File: src/rtl/systolic_pkg.sv
// Shared types and defaults for the systolic array host-side stream controller.
package systolic_pkg;

  localparam int DEF_DATA_W = 8;
  localparam int DEF_ACC_W  = 32;
  localparam int DEF_ROWS   = 4;
  localparam int DEF_COLS   = 4;
  localparam int DEF_K      = 4;

  typedef enum logic [2:0] {
    LOAD_A,
    LOAD_B,
    START,
    WAIT,
    DRAIN
  } state_t;

  // Row-major flat index to the LSB of that element inside a packed bus.
  function automatic int elem_lsb(input int idx, input int w);
    return idx * w;
  endfunction

endpackage

File: src/rtl/systolic_result_serializer.sv
// Captures the core's packed C result and streams it out row-major over valid/ready.
import systolic_pkg::*;

module systolic_result_serializer #(
  parameter int ACC_W = DEF_ACC_W,
  parameter int N     = DEF_ROWS * DEF_COLS
) (
  input  logic             clk,
  input  logic             rst_n,
  input  logic             capture,
  input  logic [N*ACC_W-1:0] c_flat,
  input  logic             m_ready,
  output logic             m_valid,
  output logic [ACC_W-1:0] m_data,
  output logic             m_last,
  output logic             drain_done
);

  localparam int IDX_W = $clog2(N + 1);

  logic [N*ACC_W-1:0] c_buf;
  logic [IDX_W-1:0]   idx;
  logic               active;

  always_ff @(posedge clk or negedge rst_n) begin
    if (!rst_n) begin
      c_buf  <= '0;
      idx    <= '0;
      active <= 1'b0;
    end else if (capture) begin
      c_buf  <= c_flat;
      idx    <= '0;
      active <= 1'b1;
    end else if (active && m_ready) begin
      if (m_last) begin
        active <= 1'b0;
        idx    <= '0;
      end else begin
        idx <= idx + 1'b1;
      end
    end
  end

  // Index only moves on a handshake, so data/last hold while stalled.
  assign m_valid    = active;
  assign m_data     = c_buf[elem_lsb(int'(idx), ACC_W) +: ACC_W];
  assign m_last     = active && (idx == IDX_W'(N - 1));
  assign drain_done = active && m_ready && m_last;

endmodule

File: src/rtl/systolic_stream_ctrl.sv
// Host-side initiator: loads A then B from a stream, kicks the core, drains C as a stream.
// Optional start-to-done cycle counter enabled by defining SYSTOLIC_CYCLE_COUNT_EN.
import systolic_pkg::*;

module systolic_stream_ctrl #(
  parameter int DATA_W = DEF_DATA_W,
  parameter int ACC_W  = DEF_ACC_W,
  parameter int ROWS   = DEF_ROWS,
  parameter int COLS   = DEF_COLS,
  parameter int K      = DEF_K
) (
  input  logic                       clk,
  input  logic                       rst_n,
  input  logic                       s_valid,
  output logic                       s_ready,
  input  logic [DATA_W-1:0]          s_data,
  output logic                       m_valid,
  input  logic                       m_ready,
  output logic [ACC_W-1:0]           m_data,
  output logic                       m_last,
  output logic                       core_start,
  input  logic                       core_busy,
  input  logic                       core_done,
  output logic [ROWS*K*DATA_W-1:0]   a_flat,
  output logic [K*COLS*DATA_W-1:0]   b_flat,
  input  logic [ROWS*COLS*ACC_W-1:0] c_flat,
  output logic                       ctrl_busy,
  output logic [31:0]                cycle_count
);

  localparam int NA     = ROWS * K;
  localparam int NB     = K * COLS;
  localparam int NC     = ROWS * COLS;
  localparam int LOAD_N = (NA > NB) ? NA : NB;
  localparam int IDX_W  = $clog2(LOAD_N + 1);

  state_t           state, state_nxt;
  logic [IDX_W-1:0] idx;
  logic             accept;
  logic             capture;
  logic             drain_done;
  logic             busy_unused;

  // Sequencing relies on core_done alone; busy is observed only.
  assign busy_unused = core_busy;

  always_comb begin
    state_nxt  = state;
    s_ready    = 1'b0;
    core_start = 1'b0;
    capture    = 1'b0;
    ctrl_busy  = 1'b1;
    case (state)
      LOAD_A: begin
        s_ready   = 1'b1;
        ctrl_busy = (idx != '0);
        if (s_valid && idx == IDX_W'(NA - 1)) state_nxt = LOAD_B;
      end
      LOAD_B: begin
        s_ready = 1'b1;
        if (s_valid && idx == IDX_W'(NB - 1)) state_nxt = START;
      end
      START: begin
        core_start = 1'b1;
        state_nxt  = WAIT;
      end
      WAIT: begin
        if (core_done) begin
          capture   = 1'b1;
          state_nxt = DRAIN;
        end
      end
      DRAIN: begin
        if (drain_done) state_nxt = LOAD_A;
      end
      default: state_nxt = LOAD_A;
    endcase
  end

  assign accept = s_valid && s_ready;

  always_ff @(posedge clk or negedge rst_n) begin
    if (!rst_n) begin
      state <= LOAD_A;
      idx   <= '0;
    end else begin
      state <= state_nxt;
      if (accept) idx <= (state_nxt != state) ? '0 : idx + 1'b1;
    end
  end

  // Operand buffers only change on accepted beats, so they stay stable through the core run.
  always_ff @(posedge clk or negedge rst_n) begin
    if (!rst_n) begin
      a_flat <= '0;
      b_flat <= '0;
    end else if (accept) begin
      if (state == LOAD_A) a_flat[elem_lsb(int'(idx), DATA_W) +: DATA_W] <= s_data;
      else                 b_flat[elem_lsb(int'(idx), DATA_W) +: DATA_W] <= s_data;
    end
  end

  systolic_result_serializer #(
    .ACC_W (ACC_W),
    .N     (NC)
  ) u_ser (
    .clk        (clk),
    .rst_n      (rst_n),
    .capture    (capture),
    .c_flat     (c_flat),
    .m_ready    (m_ready),
    .m_valid    (m_valid),
    .m_data     (m_data),
    .m_last     (m_last),
    .drain_done (drain_done)
  );

`ifdef SYSTOLIC_CYCLE_COUNT_EN
  logic [31:0] cyc_cnt;

  // Counts every WAIT cycle including the done cycle, then freezes once WAIT is left.
  always_ff @(posedge clk or negedge rst_n) begin
    if (!rst_n)                              cyc_cnt <= '0;
    else if (core_start)                     cyc_cnt <= '0;
    else if (state == WAIT && cyc_cnt != '1) cyc_cnt <= cyc_cnt + 32'd1;
  end

  assign cycle_count = cyc_cnt;
`else
  assign cycle_count = '0;
`endif

endmodule

File: config.mk
export PLATFORM = sky130hd
export DESIGN_NAME = systolic_stream_ctrl
export DESIGN_NICKNAME = d
export VERILOG_FILES = /design/src/rtl/systolic_pkg.sv /design/src/rtl/systolic_result_serializer.sv /design/src/rtl/systolic_stream_ctrl.sv
export SDC_FILE = /design/constraint.sdc
export NUM_CORES = 2
export LEC_CHECK = 0
export CAP_MARGIN = 10
export CORE_AREA = 2 2 330 332
export CTS_BUF_LIST = sky130_fd_sc_hd__clkbuf_4
export DETAILED_ROUTE_END_ITERATION = 6
export DIE_AREA = 0 0 332 334
export GPL_ROUTABILITY_DRIVEN = 0
export PLACE_DENSITY = 0.56
export SLEW_MARGIN = 25
export SYNTH_ARGS = -nofsm -noshare
export SYNTH_HDL_FRONTEND = slang
export SYNTH_SLANG_ARGS = --single-unit
File: constraint.sdc
create_clock -name clk -period 3.05 [get_ports clk]
set_clock_uncertainty 0.1 [all_clocks]
set_input_delay 0.61 -clock clk [delete_from_list [all_inputs] [get_ports clk]]
set_output_delay 0.61 -clock clk [all_outputs]
set_load 0.01 [all_outputs]
==> flow_summary.json <==
{
  "status": "finished with violations",
  "violations": "setup timing",
  "synth.most_common_cell": "nand2_1",
  "post-route-min-period_ns": 4.09,
  "crit_required_ns": 2.34,
  "worstSetupEndpointType": "primary output",
  "rows": 121,
  "crit_slowest_cell": "mux4_2",
  "cpPeakStageDelay_ns": 0.65,
  "synth_edf_count": 0,
  "start_util": 0.319,
  "synth_seq_cells": 782,
  "synthesis.area_um2": 34400,
  "cts_inserted_buffers": 212,
  "ir_drop_uv": 240,
  "crit_family": "multiplexers",
  "critPathLaunchType": "flip-flop",
  "seq_area_frac_synth": 0.569,
  "synth_compound_area_frac": 0.0503,
  "path_cells": "buf_12 -> buf_16 -> mux4_2 -> a22o_1 -> a221o_1 -> buf_6",
  "min_period_over_period": 1.34,
  "clkPwrFrac": 0.443,
  "crit_cells": 6,
  "max_cap_viol_count": 0,
  "nets": 5388,
  "worst-path-buf-inv": 3,
  "fin_hold_ws_ns": 0.114,
  "intPower_mw": 16.6,
  "drt_wl_total_mm": 149,
  "area_growth_pct": 57.4,
  "fin_ws_ns": -1.04,
  "rsz0062_at_grt": "yes",
  "core-area_um2": 108000,
  "grt_usage": 0.264,
  "worstReg2RegStart": "idx[0]",
  "num_io_pins": 851,
  "dp_hpwl_mm": 108,
  "synth_xor_area_frac": 0.000764,
  "cts_buffer_depth": 3,
  "reg2reg_slack_ns": 0.19,
  "synth_simple_gate_area_frac": 0.202,
  "arrival_ns": 3.38,
  "setup_tns_ns": -31.06,
  "power_leakage_nw": 26.4,
  "routed_via_density": 4.89,
  "power_frac_comb": 0.085,
  "clk_latency_ns": 1.11,
  "slew_headroom": 0.439,
  "syn_area_per_cell_um2": 10.3,
  "cp-endpoint": "m_data[23]",
  "holdCritPathClass": "input port to flip-flop",
  "setup_viol": 33,
  "drtAntennaViolNets": 0,
  "yosysTopAreaCellShare": 0.569,
  "vias": 31500,
  "yosysUniqueCellTypes": 64,
  "filler_cell_count": 9746,
  "drc": 0,
  "hold_viol": 0,
  "yosys.area_share.adder": 0.00182,
  "dieArea_um2": 111000,
  "overflow": 0,
  "reg2reg_depth": 10,
  "grt_pass1_vias": 32300,
  "die_x_um": 332,
  "postSynthCellCount": 3326,
  "drive_above_1_share": 0.191,
  "rr_endpoint": "a_flat[84]",
  "yosys.area.top_type": "dfrtp_1",
  "dr.first_iter.drc_count": 2337,
  "synth_warnings": 0,
  "grt_first_pass_wirelength_mm": 216,
  "switching_share": 0.247,
  "p_seq_frac": 0.472,
  "cts_root_buffer": "clkbuf_4",
  "grt_max_degree": 113,
  "worstMarginPinSlew_ns": 0.838,
  "routedWlPerCell_um": 23.2,
  "die_height_um": 334,
  "synth_flop_cell": "dfrtp_1",
  "fmax_mhz": 245,
  "io_buffer_count": 817,
  "cp_max_fo": 6,
  "async_reset_ff_frac": 1.00,
  "clock_sinks": 782,
  "worstHoldStart": "c_flat[165]",
  "muxShareOfSynthArea": 0.144,
  "synth_top_family_by_area": "simple AND/OR/NAND/NOR gates",
  "ys_top_cells_by_area": "dfrtp_1, nand2_1, mux4_2",
  "crit_type": "flip-flop to primary output",
  "grt_antenna_before_repair": 25,
  "p_per_area_nw_per_um2": 407,
  "switchingPower_mw": 5.44,
  "cts_tree": "yes",
  "ys_top_cells_by_count": "nand2_1, dfrtp_1, clkbuf_1",
  "drtPass1Iterations": 6,
  "pre_cts_slack_ns": -0.324,
  "cts.htree.levels": 4,
  "crit_start": "u_ser.idx[0]",
  "cts.reportedPaths.clkPinSlew_ns": 0.08,
  "slew_violations": 0
}
per-layer routing:
metal,up-vias,GRT usage,share of wire
met5,-,0,0.00030
met3,308,0.0585,0.065
met1,15800,0.352,0.43
met2,1277,0.412,0.46
met4,8,0.119,0.042
li1,14200,-,-
worst register-to-register path: cells and delay by family, from the launching register on:
kind,cells,cell delay [ns]
buffers and inverters,3,0.27
adders and majority gates,2,0.36
AOI/OAI and AO/OA,2,0.68
and+or+nand+nor,3,0.98
DFF,1,0.36
state kept, by name, summed over array words and instances (netlist names):
signal and flops:
u_ser.c_buf 512, a_flat 128, b_flat 128, idx 5, u_ser.idx 5, state 3
u_ser.m_valid 1
how the worst min path moves through the flow:
| stage | endpoint | slack [ns] | cells past startpoint |
|---|---|---|---|
| 2_1_floorplan | a_flat[0] | 0.21 | 0 |
| 3_3_place_gp | u_ser.c_buf[404] | 0.35 | 2 |
| 3_5_place_dp | u_ser.c_buf[345] | 0.36 | 2 |
| 4_1_cts | u_ser.c_buf[165] | 0.004 | 3 |
| 5_1_grt | u_ser.c_buf[165] | 0.02 | 3 |
| 6_report | u_ser.c_buf[165] | 0.11 | 3 |
cells by family (layout without fill, tap and decap cells):
group,Yosys count,after routing
other,1,44
multiplexers,352,352
flip-flops,782,782
adder cells (fa/ha/maj),5,5
AND/OR/NAND/NOR,1730,1730
buffers and inverters,252,1912
AO/OA/AOI/OAI,201,201
XOR/XNOR,3,3
repair_timing:
item,CTS,global route
resized for setup,261,53
pin swaps,60,46
gates cloned,7,0
hold endpoints to repair,1286,0
buffers inserted,53,21
endpoints found under the setup margin,41,34
hold buffers,506,0
power groups by stage:
stage / Combinational [mW] / Sequential, mW / Clock, mW
after floorplan: 0.158 / 10.6 / 0
after global placement: 1.31 / 10.6 / 0
after detailed placement: 1.31 / 10.6 / 0
after CTS: 1.88 / 10.4 / 10.0
after global routing: 1.99 / 10.4 / 10.6
final: 1.88 / 10.4 / 9.76
cell type report:
class	instances	area (um2)	area share
Clock inverter	52	327	0.00603
Multi-Input combinational cell	2323	14300	0.264
Sequential cell	782	19600	0.362
Clock buffer	322	2420	0.0446
Inverter	9	36.3	0.000670
Tap cell	1414	1770	0.0327
Antenna cell	12	30.0	0.000555
Timing Repair Buffer	1529	15700	0.289
through the flow:
stage | utilization | std cells | power (mW) | cell area (um2)
floorplan | - | 3357 | 10.8 | 34600
global placement | 0.419 | 5482 | 11.9 | 45100
detailed placement | 0.419 | 5482 | 11.9 | 45100
CTS | 0.500 | 6419 | 22.3 | 53900
global route | 0.502 | 6441 | 23.0 | 54100
finish | 0.502 | 6443 | 22.1 | 54100
placed cells by master (no fill, tap or decap), types with 5 or more instances in the layout:
| cell type | netlist | layout |
|---|---|---|
| a21oi_1 | 5 | 5 |
| a221o_1 | 32 | 31 |
| a22o_1 | 32 | 32 |
| a22oi_1 | 32 | 11 |
| a22oi_2 | 0 | 21 |
| and2_1 | 24 | 22 |
| and3_1 | 66 | 48 |
| and3_4 | 0 | 18 |
| buf_12 | 0 | 55 |
| buf_16 | 0 | 6 |
| buf_2 | 25 | 18 |
| buf_4 | 32 | 118 |
| buf_6 | 0 | 36 |
| buf_8 | 0 | 10 |
| clkbuf_4 | 0 | 322 |
| clkdlybuf4s50_1 | 0 | 776 |
| clkinv_1 | 0 | 32 |
| clkinv_2 | 0 | 8 |
| conb_1 | 1 | 32 |
| dfrtp_1 | 782 | 776 |
| diode_2 | 0 | 12 |
| dlygate4sd2_1 | 0 | 5 |
| dlygate4sd3_1 | 0 | 505 |
| inv_1 | 9 | 6 |
| mux2_1 | 20 | 20 |
| mux2_2 | 172 | 172 |
| mux2i_1 | 64 | 48 |
| mux2i_2 | 0 | 9 |
| mux2i_4 | 0 | 7 |
| mux4_2 | 96 | 96 |
| nand2_1 | 1574 | 1574 |
| nand3_1 | 10 | 9 |
| nand4_1 | 5 | 5 |
| nor2_1 | 10 | 8 |
| nor3_4 | 0 | 6 |
| o2bb2ai_1 | 64 | 64 |
No activity file was read; power rests on OpenSTA's default activity.
